$ cat config.mk
export PLATFORM = sky130hd
export DESIGN_NAME = mips_cpu_fetch
export DESIGN_NICKNAME = d
export VERILOG_FILES = /design/src/rtl/mips_cpu_fetch.sv
export SDC_FILE = /design/constraint.sdc
export NUM_CORES = 1
export LEC_CHECK = 0
export CAP_MARGIN = 20
export CORE_MARGIN = 5
export CORE_UTILIZATION = 40
export DETAILED_ROUTE_END_ITERATION = 10
export GPL_TIMING_DRIVEN = 0
export PLACE_DENSITY = 0.74
export SETUP_SLACK_MARGIN = 0.4
export SLEW_MARGIN = 20
export SYNTH_ARGS = -nofsm -noshare
export SYNTH_HDL_FRONTEND = slang
export SYNTH_SLANG_ARGS = --single-unit
$ cat constraint.sdc
create_clock -name clk -period 3.6 [get_ports clk]
set_input_delay 0.36 -clock clk [delete_from_list [all_inputs] [get_ports clk]]
set_output_delay 0.36 -clock clk [all_outputs]
set_load 0.1 [all_outputs]
$ cat src/rtl/mips_cpu_fetch.sv
// MIPS instruction fetch unit: Avalon-style read master feeding the decoder, with branch-delay-slot sequencing.
// Optional macro FETCH_ALIGN_CHECK_EN: halt with a sticky fetch_fault on an unaligned next address.
module mips_cpu_fetch #(
    parameter logic [31:0] RESET_VECTOR = 32'hBFC0_0000
) (
    input  logic        clk,
    input  logic        reset_n,
    output logic [31:0] instr_address,
    output logic        instr_read,
    input  logic        instr_waitrequest,
    input  logic [31:0] instr_readdata,
    output logic [31:0] Instr,
    output logic        instr_valid,
    input  logic        stall,
    input  logic [1:0]  CtrlPC,
    input  logic [31:0] jr_target,
    output logic [31:0] pc_out,
    output logic [31:0] link_addr,
    output logic        active
`ifdef FETCH_ALIGN_CHECK_EN
    ,
    output logic        fetch_fault
`endif
);

    localparam int unsigned    AW         = 32;
    localparam logic [AW-1:0] ALIGN_MASK = 32'hFFFF_FFFC;

    typedef enum logic [1:0] {
        ST_RESET,
        ST_FETCH,
        ST_HOLD,
        ST_HALTED
    } state_t;

    state_t        r_state;
    logic [AW-1:0] r_pc;
    logic [AW-1:0] r_npc;
    logic [AW-1:0] r_pend;
    logic          r_target_valid;

    logic [AW-1:0] w_pc4;
    logic [AW-1:0] w_br_target;
    logic [AW-1:0] w_j_target;
    logic [AW-1:0] w_target;
    logic [AW-1:0] w_next_raw;
    logic [AW-1:0] w_next;
    logic [AW-1:0] w_pend_next;
    logic          w_redirect;
    logic          w_fault;
    logic          w_halt;

    assign w_pc4       = r_pc + 32'd4;
    assign w_br_target = w_pc4 + {{14{Instr[15]}}, Instr[15:0], 2'b00};
    assign w_j_target  = {w_pc4[31:28], Instr[25:0], 2'b00};
    assign w_redirect  = (CtrlPC != 2'd0);

    // Redirect target selected by the decoder
    always_comb begin
        w_target = w_pc4;
        case (CtrlPC)
            2'd1:    w_target = w_br_target;
            2'd2:    w_target = w_j_target;
            2'd3:    w_target = jr_target;
            default: w_target = w_pc4;
        endcase
    end

    // A redirect first sequences its delay slot; the target waits in r_pend
    assign w_next_raw = w_redirect     ? w_pc4  :
                        r_target_valid ? r_pend : r_npc + 32'd4;

`ifdef FETCH_ALIGN_CHECK_EN
    assign w_fault     = (w_next_raw[1:0] != 2'b00) || (w_redirect && (w_target[1:0] != 2'b00));
    assign w_next      = w_next_raw;
    assign w_pend_next = w_target;
`else
    assign w_fault     = 1'b0;
    assign w_next      = w_next_raw & ALIGN_MASK;
    assign w_pend_next = w_target & ALIGN_MASK;
`endif

    assign w_halt    = w_fault || (w_next == 32'd0);
    assign pc_out    = r_pc;
    assign link_addr = r_pc + 32'd8;

    always_ff @(posedge clk or negedge reset_n) begin
        if (!reset_n) begin
            r_state        <= ST_RESET;
            r_pc           <= RESET_VECTOR;
            r_npc          <= RESET_VECTOR;
            r_pend         <= 32'd0;
            r_target_valid <= 1'b0;
            instr_address  <= RESET_VECTOR;
            instr_read     <= 1'b0;
            Instr          <= 32'd0;
            instr_valid    <= 1'b0;
            active         <= 1'b0;
`ifdef FETCH_ALIGN_CHECK_EN
            fetch_fault    <= 1'b0;
`endif
        end else begin
            case (r_state)
                ST_RESET: begin
                    r_state       <= ST_FETCH;
                    active        <= 1'b1;
                    instr_read    <= 1'b1;
                    instr_address <= r_npc;
                end
                ST_FETCH: begin
                    if (!instr_waitrequest) begin
                        Instr       <= instr_readdata;
                        r_pc        <= r_npc;
                        instr_valid <= 1'b1;
                        instr_read  <= 1'b0;
                        r_state     <= ST_HOLD;
                    end
                end
                ST_HOLD: begin
                    if (!stall) begin
                        instr_valid <= 1'b0;
                        r_npc       <= w_next;
                        if (w_redirect) begin
                            r_pend         <= w_pend_next;
                            r_target_valid <= 1'b1;
                        end else begin
                            r_target_valid <= 1'b0;
                        end
                        if (w_halt) begin
                            r_state <= ST_HALTED;
                            active  <= 1'b0;
`ifdef FETCH_ALIGN_CHECK_EN
                            if (w_fault) begin
                                fetch_fault <= 1'b1;
                            end
`endif
                        end else begin
                            r_state       <= ST_FETCH;
                            instr_read    <= 1'b1;
                            instr_address <= w_next;
                        end
                    end
                end
                ST_HALTED: begin
                    active      <= 1'b0;
                    instr_read  <= 1'b0;
                    instr_valid <= 1'b0;
                end
                default: r_state <= ST_HALTED;
            endcase
        end
    end

endmodule
# Word level (Yosys, flattened, before mapping)
# Index checks and enable logic that the tools add are counted.
# W data, S select, Z words.
# classes
n_addsub,4
multipliers,0
n_div,0
n_lt_le_gt_ge,0
n_eq_ne,10
shifts,0
muxes,21
bitwise_logic,2
reduce_logical,15
# ops
op,n
$mux W32,4
$pmux W32 S3,1
$add A32 B3 Y32 const B,2
$pmux W32 S2,1
$add A32 B32 Y32,1
$add A32 B4 Y32 const B,1
$logic_not A32 Y1,1
$reduce_and A3 Y1,6
$reduce_bool A3 Y1,3
$eq A2 B2 Y1 const B,4
$mux W1,8
$ne A2 B2 Y1 const B,4
$mux W2,3
$pmux W1 S3,2
$pmux W2 S3,1
$eq A2 B1 Y1 const B,2
$pmux W1 S4,1
$reduce_and A2 Y1,2
$reduce_bool A2 Y1,2
$logic_not A2 Y1,1
$not A1 Y1,2
# totals
reg_bits,160
latchBits,0
ramBits,0
romBits,0
inputBits,70
output_inout_bits,131
word_cells,62
n_memories,0

# Longest topological paths before layout
# depth
ltp_word,7
mapped_depth,18
mapped_depth_nobuf,16

# Worst setup path before layout
# Ideal clock, no wire load.
# synth_timing
kind,flip-flop to output port
start,reg r_pc[7] (netlist: pc_out[7])
end,out link_addr[26]
arrival_ps,4202
required_ps,3240
setup_slack_ps,-962
path_stages_with_launch,9
path_buffers,2
path_cell_list,dfrtp_1 clkbuf_1 nand4_1 clkbuf_1 nor3_1 and2_1 nand2_1 or3_1 xnor2_1
# synth_between
elab_chain_cells,1
# synth_lines
element,line_no,text
"start, declared",37,logic [AW-1:0] r_pc;
"start signal, assigned",113,r_pc <= r_npc;
$add A32 B4 Y32,85,assign link_addr = r_pc + 32'd8;
"end, declared",18,"output logic [31:0] link_addr,"
# Every way passes these cells.

# Worst setup path after layout
# layout_timing
start,reg r_pc[3] (netlist: pc_out[3])
end,reg r_pend[24]
# layout_between
elab_chain_cells,3
# layout_lines
element,line_no,text
$add A32 B3 Y32 *,53,assign w_pc4 = r_pc + 32'd4;
$add A32 B32 Y32,54,"assign w_br_target = w_pc4 + {{14{Instr[15]}}, Instr[15:0], 2'b00};"
$pmux W32 S3 *,61,case (CtrlPC)
"end signal, assigned",124,r_pend <= w_pend_next;
"end, declared",39,logic [AW-1:0] r_pend;
# Mark *: on every way between the ends. The rest lies on a longest branch, timed or not.
# A chain may end at the register's enable or synchronous reset.

==> metrics.md <==
| Metric | Value |
|---|---|
| Final Hold Vio Count | 0 |
| Fmax | 273 MHz |
| Tmin final | 3.67 ns |
| Synth Cell Area | 11,000 µm² |
| Die W | 176 µm |
| Synth Area per Inst | 8.81 µm² |
| Worst EP arrival | 3.97 ns |
| Worst slew pin tran | 0.997 ns |
| CTS Buf Count | 17 |
| GRT Util Overall | 25.4% |
| Layout cells sized above 1 | 33.0% |
| Critical R2R Launch | pc_out[3]$_DFFE_PN0P_ |
| Synth warn | 0 |
| Required time of the critical path | 3.90 ns |
| Area contributors post-synth | dfrtp_1 (30%), mux2_2 (6.8%), dfstp_2 (6.5%) |
| CTS Buffer Depth | 2 |
| Slew HR | 33.3% |
| Initial core utilization | 40.7% |
| Min Hold Slack | 0.493 ns |
| Ant. Diodes | 0 |
| Period utilization | 102% |
| Worst Hold Path EP | r_pend[8]$_DFFE_PN0P_ |
| Worst setup EP type | flop |
| IO buf count | 191 |
| Die height | 176 µm |
| GRT overflow | 0 |
| Synth area leader | dfrtp_1 |
| Wire per inst | 21.7 µm |
| Fin area | 16,600 µm² |
| WS Path Type | flop to flop |
| Worst-Skew Late Latency | 0.44 ns |
| Rows | 60 |
| Filler cell count | 2,216 |
| Hold path startpoint | r_pend[8]$_DFFE_PN0P_ |
| Starting DRC count in detailed routing | 1,130 |
| Post-synth EDFFs | 0 |
| Core area | 27,000 µm² |
| First-pass GRT wire length | 62.5 mm |
| Area grow syn2layout | 50.7% |
| Worst-path clk slew | 0.06 ns |
| Num ports | 201 |
| RSZ-0062 raised after global routing | yes |
| Synth cell types | 64 |
| Die ar. | 30,900 µm² |
| Final cell count without fillers | 1,915 |
| Hpwl dp | 29.7 mm |
| Number of sinks on the clock net | 158 |
| Final WS setup | -0.0654 ns |
| CTS tree | yes |
| Fraction of registers with async set/reset | 100% |
| Yosys reg bits | 158 |
| Synth top area share | 29.8% |
| Final setup violation count | 32 |
| Post-Place Cells | 1,786 |
| Final-stage net count | 1,673 |
| Worst hold path class | flop to flop |
| Max-cap violations | 0 |
| Reg2Reg Depth | 17 |
| Initial antenna violation count | 0 |
| H-tree levels | 4 |
| Final WL | 41.6 mm |
| Pins Over Slew Limit | 0 |
| Status | finished, violations left |
| Via density | 5.83 |
| Placer congestion estimate | 0.939 |
| Root Driver | clkbuf_16 |
| Vias | 11.2k |
| Placed cell area | 14,000 µm² |
| FF-to-FF End | r_pend[24]$_DFFE_PN0P_ |
| Post-DRT Antenna Nets | 0 |
| Post-synth top flop | dfrtp_1 |
| Gate Count Post-Synth | 1,248 |
| Register area share after synthesis | 36.3% |
| Commonest cells in the netlist | dfrtp_1 (131), nand2_1 (124), nor2_1 (124) |
| Vias in the first global route | 10.9k |
| CP max FO | 6 |
| Min-Delay Path Depth | 2 |
| DR DRC count | 0 |
| Fin Clk Skew | 0.00866 ns |
| Largest net degree at the start of global routing | 90 |
| R2r setup slk | -0.07 ns |
| Crit start category | flop |
| DR pass1 iterations | 5 |
| Failing checks | negative setup slack |
| Top-count cell post-synth | dfrtp_1 |
## critical path, cell delays in order, from the launching register on
cell	delay (ns)
dfrtp_4	0.44
ha_4	0.15
nand4_1	0.15
buf_4	0.19
or4_4	0.54
xnor2_2	0.25
ha_2	0.38
nand2_1	0.08
nand2_1	0.05
a31oi_1	0.19
nand2_1	0.16
a31oi_4	0.25
buf_4	0.15
buf_6	0.09
o21ai_1	0.06
xor2_1	0.15
a31oi_1	0.18
o21ai_1	0.08
## kinds of logic after synthesis
kind of cell	share of synthesized area [%]
XOR/XNOR	7.65
buffers and inverters	5.82
multiplexers	9.31
adder cells (fa/ha/maj)	4.85
flip-flops	36.3
AND/OR/NAND/NOR	16.7
AO/OA/AOI/OAI	19.4
other	0.0341
## what timing repair did
item / CTS / global route
cloned: 4 / 0
buffers inserted: 64 / 28
pin swaps: 38 / 38
gates resized for setup: 241 / 117
setup endpoints to repair: 75 / 68
hold buffers: 1 / 0
endpoints found under the hold margin: 64 / 0
## through the flow
stage / TNS (ns) / utilization (%) / setup slack [ns]
2_1_floorplan: 0 / - / 0.0461
3_3_place_gp: -657.76 / 51.6 / -5.38
3_5_place_dp: -26.05 / 51.7 / -0.702
4_1_cts: -0.00885 / 58.9 / -0.00885
5_1_grt: -4.76 / 61.3 / -0.179
6_report: -1.08 / 61.3 / -0.0654
## flip-flops by register name, indices dropped and copies added, names as in the netlist
| name | count |
|---|---|
| pc_out | 30 |
| Instr | 32 |
| instr_valid | 1 |
| r_pend | 30 |
| instr_read | 1 |
| active | 1 |
| r_npc | 30 |
| r_state | 2 |
| instr_address | 30 |
| r_target_valid | 1 |
## routing by layer
| layer | GRT usage (%) | routed length, µm |
|---|---|---|
| met1 | 34.3 | 17500 |
| met2 | 42.2 | 19800 |
| met3 | 4.69 | 3100 |
| met4 | 6.92 | 1160 |
| met5 | 0 | 0 |
## worst max path at each step
stage	start	to	slack (ns)
6_report	pc_out[3]$_DFFE_PN0P_	r_pend[24]$_DFFE_PN0P_	-0.07
5_1_grt	pc_out[5]$_DFFE_PN0P_	r_pend[28]$_DFFE_PN0P_	-0.18
4_1_cts	pc_out[7]$_DFFE_PN0P_	r_pend[31]$_DFFE_PN0P_	-0.009
3_5_place_dp	pc_out[11]$_DFFE_PN0P_	instr_address[29]$_DFFE_PN1P_	-0.70
3_3_place_gp	reset_n	pc_out[14]$_DFFE_PN0P_	-5.38
2_1_floorplan	pc_out[6]$_DFFE_PN0P_	r_pend[30]$_DFFE_PN0P_	0.05
## placed cells by master (no fill, tap or decap), types with 14 or more instances in the layout
master and count:
nand4_1 23, ha_1 25, xor2_1 27, a21oi_1 44, nor2_4 24, a21oi_2 14
dfrtp_2 17, nand3_1 23, clkbuf_16 20, o21ai_0 70, buf_6 21, dfstp_2 25
ha_4 14, clkbuf_1 53, nor2_1 94, xnor2_1 31, mux2i_1 27, clkdlybuf4s50_1 166
mux2_2 66, o21a_1 22, buf_4 90, nor3_1 16, xnor2_2 14, a311oi_2 30
nand2_1 116, o22ai_1 31, inv_1 53, dfrtp_1 105, o21ai_1 15
## cell type report
type	count	area, µm²	area share [%]
Clock buffer	20	457	2.76
Inverter	54	203	1.22
Sequential cell	158	4050	24.4
Timing Repair Buffer	289	2840	17.1
Tap cell	341	427	2.58
Buffer	97	633	3.82
Clock inverter	12	160	0.967
Multi-Input combinational cell	944	7800	47.1
Power is left out: the tool's default activity adds up to more than one toggle a clock period on the data nets, which glitch-free logic cannot reach.
==> RTL change, RTL diff (same flow settings) <==
Make the reset (`reset_n`) synchronous in one clocked block.
--- a/src/rtl/mips_cpu_fetch.sv
+++ b/src/rtl/mips_cpu_fetch.sv
@@ -84,7 +84,7 @@
     assign pc_out    = r_pc;
     assign link_addr = r_pc + 32'd8;
 
-    always_ff @(posedge clk or negedge reset_n) begin
+    always_ff @(posedge clk) begin
         if (!reset_n) begin
             r_state        <= ST_RESET;
             r_pc           <= RESET_VECTOR;
Check against the original RTL: differs if reset_n is asserted again (counterexample within 4 cycles, from zero or initial values and one cycle with reset_n low); with reset_n held inactive, the same outputs for 4 cycles.
==> RTL change against the unedited design <==
The flow still finishes with violations (negative setup slack). Sequential cell count unchanged. Critical path depth unchanged. Design area decreased by 3.0%. Worst setup slack improved by 0.031 ns. Wire length increased by 13%. Fmax increased by 0.86%. Non-clock buffer count increased by 51. Area after synthesis decreased by 4.9%. Clock skew increased by 0.0081 ns. Global-route usage increased by 4.0 points.
Power is left out: it rests on default switching activity, and per cell area and clock period it moved more than threefold.
==> RTL change: results (changes against the unedited design) <==
- Status: complete, but fails checks
- Violated checks: negative setup slack
- Vias post-DR: 12300 (+11%)
- Ys async rst share: 0% (-100 points)
- Initial antenna violation count: 1 (+1)
- Top_reg_cell synth: dfxtp_1
- Largest stage delay on the critical path: 0.39 ns (-0.15 ns)
- Layout cell share with drive strength beyond 1: 25.0% (-7.9 points)
- Critical R2R Capture: r_pend[31]
- Fin Clk Skew: 0.0167 ns (+0.00806 ns)
- Pre-antenna DRT Iters: 7 (+2)
- Dpl cell area: 13200 µm² (-5.7%)
- Post-synthesis compound-gate area fraction: 22.1% (+2.7 points)
- Seq/Total Area, Yosys: 30.2% (-6.0 points)
- Post-synth cell types: 76 (+19%)
- Post-Layout Cell Count: 2073 (+8.3%)
- Crit-path max FO: 4 (-2)
- Setup WS pre-CTS: -0.611 ns (+0.0908 ns)
- Mapped Cells: 1383 (+11%)
- Fill cell count: 2127 (-4.0%)
- Post-synthesis mux area share: 4.92% (-4.4 points)
- Post-DP HPWL: 32500 µm (+9.4%)
- Post-CTS Setup Bufs: 72 (+13%)
- Post_cts resized: 225 (-6.6%)
- Top post-synthesis cells by count: 267 x nand2_1, 158 x dfxtp_1, 131 x a21oi_1
- Crit path arrival time: 3.94 ns (-0.03 ns)
- Final WS setup: -0.0343 ns (+0.0311 ns)
- TNS Setup: -0.0421 ns (+1.04 ns)
- Largest net degree at the start of global routing: 22 (-76%)
- Hold path depth: 3 (+1)
- Placed Instances: 1915 (+7.2%)
- Adder-cell share of the synthesized area: 5.10% (+0.25 points)
- Post-Synth XOR/XNOR Area: 7.79% (+0.14 points)
- First-pass GRT wire length: 67200 µm (+7.6%)
- Slew HR: 32.9% (-0.46 points)
- # nets final: 1837 (+9.8%)
- WL final: 46800 µm (+13%)
- CP top delay family: compound AO/OA/AOI/OAI gates
- Final setup viols: 2 (-94%)
[RTL change: cell count changes after synthesis, sizes merged, moves of 18 or more]
cell | unedited run | this run
dfxtp | 0 | 158
nand2 | 124 | 267
a311oi | 30 | 3
o22ai | 34 | 1
a21oi | 63 | 131
nor2 | 124 | 80
dfstp | 27 | 0
o211ai | 9 | 27
mux2 | 66 | 11
dfrtp | 131 | 0
inv | 54 | 23
[RTL change: kinds of logic (layout without fill, tap and decap cells)]
kind of cell / count (synthesis) / count (layout)
buffers and inverters: 142 / 492
AOI/OAI and AO/OA: 366 / 366
other: 1 / 6
xor gates and xnor gates: 93 / 93
muxes: 50 / 50
adders and majority gates: 42 / 42
and+or+nand+nor: 531 / 531
DFF: 158 / 158
[RTL change: tightest hold or removal path, stage by stage]
cell and delay (ns):
clkdlybuf4s50_1 0.39, nand2_1 0.05, a21oi_1 0.05
[RTL change: worst min-delay path by stage]
| stage | start | endpoint | slack [ns] |
|---|---|---|---|
| finish | instr_readdata[23] | Instr[23] | 0.46 |
| floorplan | r_npc[11] | pc_out[11] | 0.47 |
| CTS | instr_readdata[26] | Instr[26] | 0.46 |
| global placement | Instr[26] | Instr[26] | 0.44 |
| detailed placement | instr_address[21] | instr_address[21] | 0.45 |
| global route | instr_readdata[23] | Instr[23] | 0.46 |
[RTL change: area by class of cell]
cell class	count	area, µm²	area share [%]
sequential	158	3260	20.3
inverter	23	86.3	0.537
clock inverter	13	165	1.03
clock buffer	19	464	2.89
buffer	119	711	4.42
tap	335	419	2.61
multi-input combinational	1088	7970	49.6
timing repair buffer	318	2990	18.6
[RTL change: layer usage]
layer	vias up	share of wire [%]	track usage, %
li1	5581	-	-
met1	5874	40	38.0
met2	732	45	46.0
met3	162	9.9	6.87
met4	0	5.4	15.1
met5	-	0	0
